`src/rtl/arb_req_frontend_pkg.sv`:
```
// rtl/arb_req_frontend_pkg.sv - shared constants for the arbiter request frontend
package arb_req_frontend_pkg;

    localparam int DW_DEFAULT    = 8;
    localparam int DEPTH_DEFAULT = 4;

    localparam logic CH0 = 1'b0;
    localparam logic CH1 = 1'b1;

endpackage

```
`src/rtl/sync_fifo.sv`:
```
// rtl/sync_fifo.sv - single-clock FIFO with occupancy count; push while full is allowed only alongside a pop
module sync_fifo #(
    parameter int DW    = 8,
    parameter int DEPTH = 4
) (
    input  logic                       clk,
    input  logic                       rst,
    input  logic                       push,
    input  logic                       pop,
    input  logic [DW-1:0]              din,
    output logic [DW-1:0]              dout,
    output logic [$clog2(DEPTH):0]     count,
    output logic                       full,
    output logic                       empty
);

    localparam int AW = $clog2(DEPTH);
    localparam int CW = AW + 1;

    logic [DW-1:0] mem [DEPTH];
    logic [AW-1:0] wr_ptr;
    logic [AW-1:0] rd_ptr;
    logic          do_push;
    logic          do_pop;

    assign full    = (count == CW'(DEPTH));
    assign empty   = (count == '0);
    assign do_pop  = pop & ~empty;
    // A pop on the same edge frees the slot the push lands in.
    assign do_push = push & (~full | do_pop);
    assign dout    = mem[rd_ptr];

    always_ff @(posedge clk) begin
        if (do_push) begin
            mem[wr_ptr] <= din;
        end
    end

    // Pointers wrap naturally because DEPTH is a power of two.
    always_ff @(posedge clk) begin
        if (rst) begin
            wr_ptr <= '0;
            rd_ptr <= '0;
            count  <= '0;
        end else begin
            if (do_push) begin
                wr_ptr <= wr_ptr + AW'(1);
            end
            if (do_pop) begin
                rd_ptr <= rd_ptr + AW'(1);
            end
            if (do_push && !do_pop) begin
                count <= count + CW'(1);
            end else if (do_pop && !do_push) begin
                count <= count - CW'(1);
            end
        end
    end

endmodule

```
`src/rtl/arb_req_frontend.sv`:
```
// rtl/arb_req_frontend.sv - two-channel request queues feeding a 2-way arbiter, with grant checking
module arb_req_frontend
    import arb_req_frontend_pkg::*;
#(
    parameter int DW    = DW_DEFAULT,
    parameter int DEPTH = DEPTH_DEFAULT
) (
    input  logic          clk,
    input  logic          rst,
    input  logic          wr_0,
    input  logic          wr_1,
    input  logic [DW-1:0] din_0,
    input  logic [DW-1:0] din_1,
    output logic          full_0,
    output logic          full_1,
    output logic          req_0,
    output logic          req_1,
    input  logic          gnt_0,
    input  logic          gnt_1,
    output logic          out_valid,
    output logic [DW-1:0] out_data,
    output logic          out_src,
    output logic          ovf_0,
    output logic          ovf_1,
    output logic          gnt_err
);

    localparam int CW = $clog2(DEPTH) + 1;

    logic [DW-1:0] dout_0;
    logic [DW-1:0] dout_1;
    logic [CW-1:0] count_0;
    logic [CW-1:0] count_1;
    logic          empty_0;
    logic          empty_1;
    logic          dual_gnt;
    logic          pop_0;
    logic          pop_1;

    // A simultaneous double grant is illegal and pops neither channel.
    assign dual_gnt = gnt_0 & gnt_1;
    assign pop_0    = gnt_0 & ~dual_gnt & ~empty_0;
    assign pop_1    = gnt_1 & ~dual_gnt & ~empty_1;

    assign req_0 = ~empty_0;
    assign req_1 = ~empty_1;

    sync_fifo #(.DW(DW), .DEPTH(DEPTH)) u_fifo_0 (
        .clk   (clk),
        .rst   (rst),
        .push  (wr_0),
        .pop   (pop_0),
        .din   (din_0),
        .dout  (dout_0),
        .count (count_0),
        .full  (full_0),
        .empty (empty_0)
    );

    sync_fifo #(.DW(DW), .DEPTH(DEPTH)) u_fifo_1 (
        .clk   (clk),
        .rst   (rst),
        .push  (wr_1),
        .pop   (pop_1),
        .din   (din_1),
        .dout  (dout_1),
        .count (count_1),
        .full  (full_1),
        .empty (empty_1)
    );

    always_ff @(posedge clk) begin
        if (rst) begin
            out_valid <= 1'b0;
            out_data  <= '0;
            out_src   <= CH0;
            gnt_err   <= 1'b0;
            ovf_0     <= 1'b0;
            ovf_1     <= 1'b0;
        end else begin
            out_valid <= pop_0 | pop_1;
            gnt_err   <= dual_gnt;
            if (pop_0) begin
                out_data <= dout_0;
                out_src  <= CH0;
            end else if (pop_1) begin
                out_data <= dout_1;
                out_src  <= CH1;
            end
            // Sticky: a word dropped on a full queue is recorded until reset.
            if (wr_0 && full_0 && !pop_0) begin
                ovf_0 <= 1'b1;
            end
            if (wr_1 && full_1 && !pop_1) begin
                ovf_1 <= 1'b1;
            end
        end
    end

endmodule
```
`config.mk`:
```
export PLATFORM = sky130hd
export DESIGN_NAME = arb_req_frontend
export DESIGN_NICKNAME = d
export VERILOG_FILES = /design/src/rtl/arb_req_frontend_pkg.sv /design/src/rtl/sync_fifo.sv /design/src/rtl/arb_req_frontend.sv
export SDC_FILE = /design/constraint.sdc
export NUM_CORES = 1
export LEC_CHECK = 0
export BUFFER_PORTS_ARGS = -buffer_cell sky130_fd_sc_hd__clkbuf_2
export CAP_MARGIN = 20
export CORE_MARGIN = 4
export CORE_UTILIZATION = 40
export DETAILED_ROUTE_END_ITERATION = 8
export PLACE_DENSITY = 0.62
export REMOVE_ABC_BUFFERS = 1
export SYNTH_ARGS = -nofsm -noshare
export SYNTH_HDL_FRONTEND = slang
export SYNTH_SLANG_ARGS = --single-unit
```
`constraint.sdc`:
```
create_clock -name clk -period 5.09 [get_ports clk]
set_clock_uncertainty 0.1 [all_clocks]
set_input_delay 0.7635 -clock clk [delete_from_list [all_inputs] [get_ports clk]]
set_output_delay 0.7635 -clock clk [all_outputs]
set_load 0.1 [all_outputs]
```
=== After elaboration in Yosys (flattened, before gate mapping) ===
Memories as Yosys holds them, arrays and structs flattened. A register that Yosys moved wholly into a read port is not among the register bits.
Index checks and enable logic that the tools add are counted.
W data, S select, Z words.

* Memories: 2
* RAM bits: 64
* Output and inout port bits: 17
* Logic and storage cells: 75
* Register bits: 27

* Reductions and logical operators: 20
* Add/sub/neg operators: 8
* Muxes and demuxes: 14
* Bitwise operators: 17
* Equal/unequal tests: 2

{| class="wikitable"
|+ Memory list
! memory !! depth !! width !! rd ports !! clocked after memory_dff !! write ports !! RTL line !! source
|-
| u_fifo_0.mem || 4 || 8 || 1 || 1 || 1 || sync_fifo.sv:20 || <nowiki>logic [DW-1:0] mem [DEPTH];</nowiki>
|-
| u_fifo_1.mem || 4 || 8 || 1 || 1 || 1 || sync_fifo.sv:20 ||
|}

{| class="wikitable"
|+ Operators with widths
! cell !! number
|-
| $mux W8 || 2
|-
| $mux W3 || 4
|-
| $and A1 B1 Y1 || 9
|-
| $add A2 B1 Y2 const B || 4
|-
| $logic_and A1 B1 Y1 || 8
|-
| $mux W2 || 4
|-
| $add A3 B1 Y3 const B || 2
|-
| $eq A3 B3 Y1 const B || 2
|-
| $logic_not A1 Y1 || 6
|-
| $logic_not A3 Y1 || 2
|-
| $reduce_bool A2 Y1 || 3
|-
| $sub A3 B1 Y3 const B || 2
|-
| $not A1 Y1 || 5
|-
| $mux W1 || 4
|-
| $or A1 B1 Y1 || 3
|-
| $reduce_or A2 Y1 || 1
|}

=== Longest topological paths before layout ===
* Word-level depth: 11
* Depth in mapped cells: 9
* Mapped depth without buffers: 9

=== Modules after synthesis ===
From an unflattened synthesis, not the netlist that was laid out.

* Cell total of the unflattened synthesis: 243
* Area total of the unflattened synthesis: 3809.9 µm²

{| class="wikitable"
|+ By module, submodules not included
! module !! instances !! cells each !! area each (µm²) !! sequential area each (µm²)
|-
| sync_fifo || 2 || 90 || 1632.8 || 1141.1
|-
| arb_req_frontend || 1 || 63 || 544.3 || 260.2
|}

=== Worst setup path before layout ===
OpenSTA, ideal clock, no wires.

* Path type: input-to-reg
* Start point: in gnt_1
* End point: reg u_fifo_1.count[2]
* Arrival time: 2355 ps
* Slack: 2564 ps
* Stages: 8
* Path buffers: 0
* Setup time: 71 ps
* Cell sequence: nor2b_1 o21a_2 ha_1 inv_1 fa_1 xor2_1 or3_1 a21oi_1

* Longest elaborated chain between the ends: 10

{| class="wikitable"
|+ RTL lines
! what !! RTL line !! source
|-
| from (decl) || arb_req_frontend.sv:19 || <nowiki>input logic gnt_1,</nowiki>
|-
| $and A1 B1 Y1 || arb_req_frontend.sv:41 || <nowiki>assign dual_gnt = gnt_0 & gnt_1;</nowiki>
|-
| $not A1 Y1 || arb_req_frontend.sv:43 || <nowiki>assign pop_1 = gnt_1 & ~dual_gnt & ~empty_1;</nowiki>
|-
| $and A1 B1 Y1 * (2 in series) || arb_req_frontend.sv:43 ||
|-
| $and A1 B1 Y1 * || sync_fifo.sv:28 || <nowiki>assign do_pop = pop & ~empty;</nowiki>
|-
| $or A1 B1 Y1 * || sync_fifo.sv:30 || <nowiki>assign do_push = push & (~full | do_pop);</nowiki>
|-
| $and A1 B1 Y1 * || sync_fifo.sv:30 ||
|-
| via u_fifo_1.do_push || sync_fifo.sv:23 || <nowiki>logic do_push;</nowiki>
|-
| $logic_not A1 Y1 || sync_fifo.sv:54 || <nowiki>end else if (do_pop && !do_push) begin</nowiki>
|-
| $logic_and A1 B1 Y1 || sync_fifo.sv:54 ||
|-
| $reduce_bool A2 Y1 (no source line) || - ||
|-
| to (signal assigned) || sync_fifo.sv:53 || <nowiki>count <= count + CW'(1);</nowiki>
|-
| to (signal assigned) || sync_fifo.sv:55 || <nowiki>count <= count - CW'(1);</nowiki>
|-
| to (decl) || sync_fifo.sv:12 || <nowiki>output logic [$clog2(DEPTH):0] count,</nowiki>
|}

The timed path passes the listed nets; every way through them passes the cells marked *.
A chain may end at the register's enable or synchronous reset.

=== Worst setup path in the final report ===
* Start point: reg u_fifo_0.count[0]
* End point: out full_0

* Longest elaborated chain between the ends: 1

{| class="wikitable"
|+ RTL lines
! what !! RTL line !! source
|-
| from (decl) || sync_fifo.sv:12 ||
|-
| from (signal assigned) || sync_fifo.sv:53 ||
|-
| from (signal assigned) || sync_fifo.sv:55 ||
|-
| $eq A3 B3 Y1 || sync_fifo.sv:26 || <nowiki>assign full = (count == CW'(DEPTH));</nowiki>
|-
| to (decl) || arb_req_frontend.sv:14 || <nowiki>output logic full_0,</nowiki>
|}

No other way between the ends.

==> impl_metrics.json <==
{
  "area_growth_syn_to_layout_pct": 12.35,
  "seq_power_share_pct": 46.3,
  "via_per_inst": 4.806,
  "synth_cells": 234,
  "r2r_cells": 9,
  "fin_crit_ps": 2537,
  "ir_drop_mv": 0.2926,
  "cp_cell_sequence": "or3b_1, inv_1, clkbuf_2",
  "fillers": 812,
  "rr_endpoint": "u_fifo_0.count[2]",
  "internal-power_mw": 1.361,
  "power_frac_clock_pct": 19.5,
  "rows": 35,
  "rsz0062_at_grt": "false",
  "cts_hold_buffers": 0,
  "grt_max_degree": 30,
  "postRouteWirelength_mm": 6.555,
  "dpl.hpwl_mm": 4.533,
  "slowest_stage": "clkbuf_2",
  "fp.coreArea_sq_um": 9240,
  "die_area_sq_um": 11150,
  "grt_pass1_wl_mm": 10.54,
  "tns_ps": 0,
  "syn_area_sq_um": 3810,
  "cts_root_buf": "clkbuf_8",
  "grt_pass1_vias": 1927,
  "min_path_cells": 2,
  "route.detailed.drc": 0,
  "cts_buffer_depth": 2,
  "worstHoldStart": "ovf_0",
  "rrSetupSlack_ps": 2590,
  "grt_overflow": 0,
  "cp.depth": 3,
  "ioPinCount": 39,
  "drt_iter0_markers": 83,
  "fin_nets": 308,
  "power_frac_comb_pct": 34.2,
  "switchingPower_mw": 0.8907,
  "clock.fmax_mhz": 394.2,
  "final_hold_viol_count": 0,
  "ctsResizeCount": 0,
  "cts_setup_buffers": 0,
  "setup_violations": 0,
  "tightest_slew_ps": 696.1,
  "hold_class": "reg -> reg",
  "clkLatencyLatePin_ps": 350,
  "antenna_cells": 0,
  "seq_area_frac_synth_pct": 66.73,
  "swShare_pct": 39.55,
  "wl_per_cell_um": 16.07,
  "die_h_um": 105.6,
  "cts_tree": "built",
  "synth-main-ff-cell": "edfxtp_1",
  "fin_crit_sh_pct": 49.84,
  "antenna_found_initial": 0,
  "layout.area.seq_sq_um": 2542,
  "final_max_slew_viol_count": 0,
  "whs_ps": 379.9,
  "hold_end": "ovf_0",
  "p_leak_nw": 1.534,
  "drive_gt1_share_pct": 33.69,
  "io_buffers": 38,
  "track_usage_pct": 12.72,
  "crit_required_ps": 4230,
  "cts.htree.levels": 3,
  "yosys_warnings": 0,
  "startpoint_type": "flip-flop",
  "multi_input_area_sq_um": 1167,
  "arrival_ps": 1670,
  "critical_path_class": "reg -> out",
  "cpLargestDelayFamily": "buffers and inverters",
  "synth-edff-count": 64,
  "initial_core_util_pct": 41.23,
  "cts.sinks": 95,
  "synth_cell_types": 33,
  "cpPeakStageDelay_ps": 450,
  "critical_path_buf_inv_count": 2,
  "cts_inserted_buffers": 9,
  "r2r-start": "u_fifo_0.count[0]",
  "ant_nets": 0,
  "dr.pass1.iters": 4,
  "die_width_um": 105.6,
  "status": "completed",
  "drv_cap": 0,
  "clk_pin_slew_ps": 90,
  "powerDensity_nw_per_um2": 526.1,
  "avgSynthCellArea_sq_um": 16.28,
  "worstPathMaxFanout": 4,
  "utilization_pct": 46.32,
  "max_slew_margin_pct": 53.59,
  "via_count": 1961,
  "synthArstFlopShare_pct": 0,
  "synth_seq_cells": 95,
  "gp_congestion": 0.6827,
  "endpoint_kind": "primary output"
}
## cell type report
| type | count | area share [%] |
|---|---|---|
| clock inverter | 6 | 1.023 |
| multi-input combinational | 120 | 27.27 |
| inverter | 10 | 1.111 |
| sequential | 95 | 59.40 |
| tap | 129 | 3.771 |
| clock buffer | 10 | 2.982 |
| timing repair buffer | 38 | 4.443 |
## stage by stage
| step | cell area (sq um) | total power, mW | cells | worst slack, ps |
|---|---|---|---|---|
| after floorplan | 3757 | 1.687 | 225 | 2522 |
| after global placement | 4109 | 1.832 | 392 | 2328 |
| after detailed placement | 4109 | 1.843 | 392 | 2289 |
| after CTS | 4280 | 2.282 | 408 | 2520 |
| after global routing | 4280 | 2.374 | 408 | 2435 |
| final | 4280 | 2.252 | 408 | 2553 |
## metal layers
metal / GRT usage, % / wire (um)
met1: 18.40 / 3117
met2: 17.81 / 3023
met3: 4.776 / 336
met4: 3.885 / 77
met5: 0 / 0
## synthesized netlist by cell type (3+ instances only)
| library cell | count | share of area [%] |
|---|---|---|
| buf_2 | 3 | 0.39 |
| nand3_1 | 3 | 0.39 |
| xor2_1 | 6 | 1.4 |
| dfxtp_1 | 31 | 16 |
| nand2_1 | 4 | 0.39 |
| clkbuf_1 | 3 | 0.30 |
| inv_1 | 8 | 0.79 |
| a211oi_2 | 3 | 0.99 |
| nor3_2 | 9 | 2.4 |
| edfxtp_1 | 64 | 50 |
| and2_1 | 8 | 1.3 |
| ha_1 | 10 | 3.3 |
| mux4_2 | 16 | 9.5 |
| mux2i_1 | 4 | 1.1 |
| o22ai_1 | 4 | 0.66 |
| a21oi_1 | 6 | 0.79 |
| nor2_1 | 23 | 2.3 |
| a21oi_2 | 3 | 0.69 |
## sequential cells by signal (all words and copies together) (netlist names), named ones only
name and cells:
u_fifo_1.count 3, u_fifo_0.wr_ptr 2, u_fifo_1.mem 32, gnt_err 1, out_data 8, out_src 1, u_fifo_0.mem 32, ovf_0 1
u_fifo_1.rd_ptr 2, ovf_1 1, u_fifo_0.count 3, out_valid 1, u_fifo_1.wr_ptr 2, u_fifo_0.rd_ptr 2
## power groups by stage
stage                     logic [mW]  clock network [mW]  registers, mW
final                          0.770               0.440           1.04
after global routing           0.822               0.489           1.06
after CTS                      0.780               0.456           1.05
after detailed placement       0.779                   0           1.06
after global placement         0.770                   0           1.06
after floorplan                0.445                   0           1.24
## logic make-up after synthesis
kind of cell	count (synthesis)	share of synthesized area, %
XOR/XNOR	10	2.693
AO/OA/AOI/OAI	21	4.171
buffers and inverters	19	2.627
AND/OR/NAND/NOR	57	8.933
multiplexers	20	10.51
flip-flops	95	66.73
adder cells (fa/ha/maj)	12	4.335
## worst register-to-register path, stage by stage, from the launching register on
cell	delay [ps]
dfxtp_1	370
or3_4	390
and2_4	240
clkinv_4	120
ha_1	190
inv_1	60
fa_1	370
xor2_1	160
or3_1	300
a21oi_1	140
## cells in the final DEF (no fill, tap or decap), types with 8 or more instances in the layout
cell and count:
clkbuf_2 38, nor3_2 9, and2_1 8, inv_1 8
nor2_1 23, edfxtp_1 64, dfxtp_1 31, clkbuf_8 9
ha_1 10, mux4_2 16
## how the worst max path moves through the flow
stage                      startpoint           endpoint
detailed placement              gnt_1  u_fifo_1.count[2]
finish              u_fifo_0.count[0]             full_0
global placement                gnt_1  u_fifo_1.count[2]
floorplan           u_fifo_1.count[0]  u_fifo_1.count[2]
CTS                 u_fifo_1.count[0]             full_1
global route        u_fifo_0.count[0]  u_fifo_0.count[2]
Power figures use the tool's default switching activity.
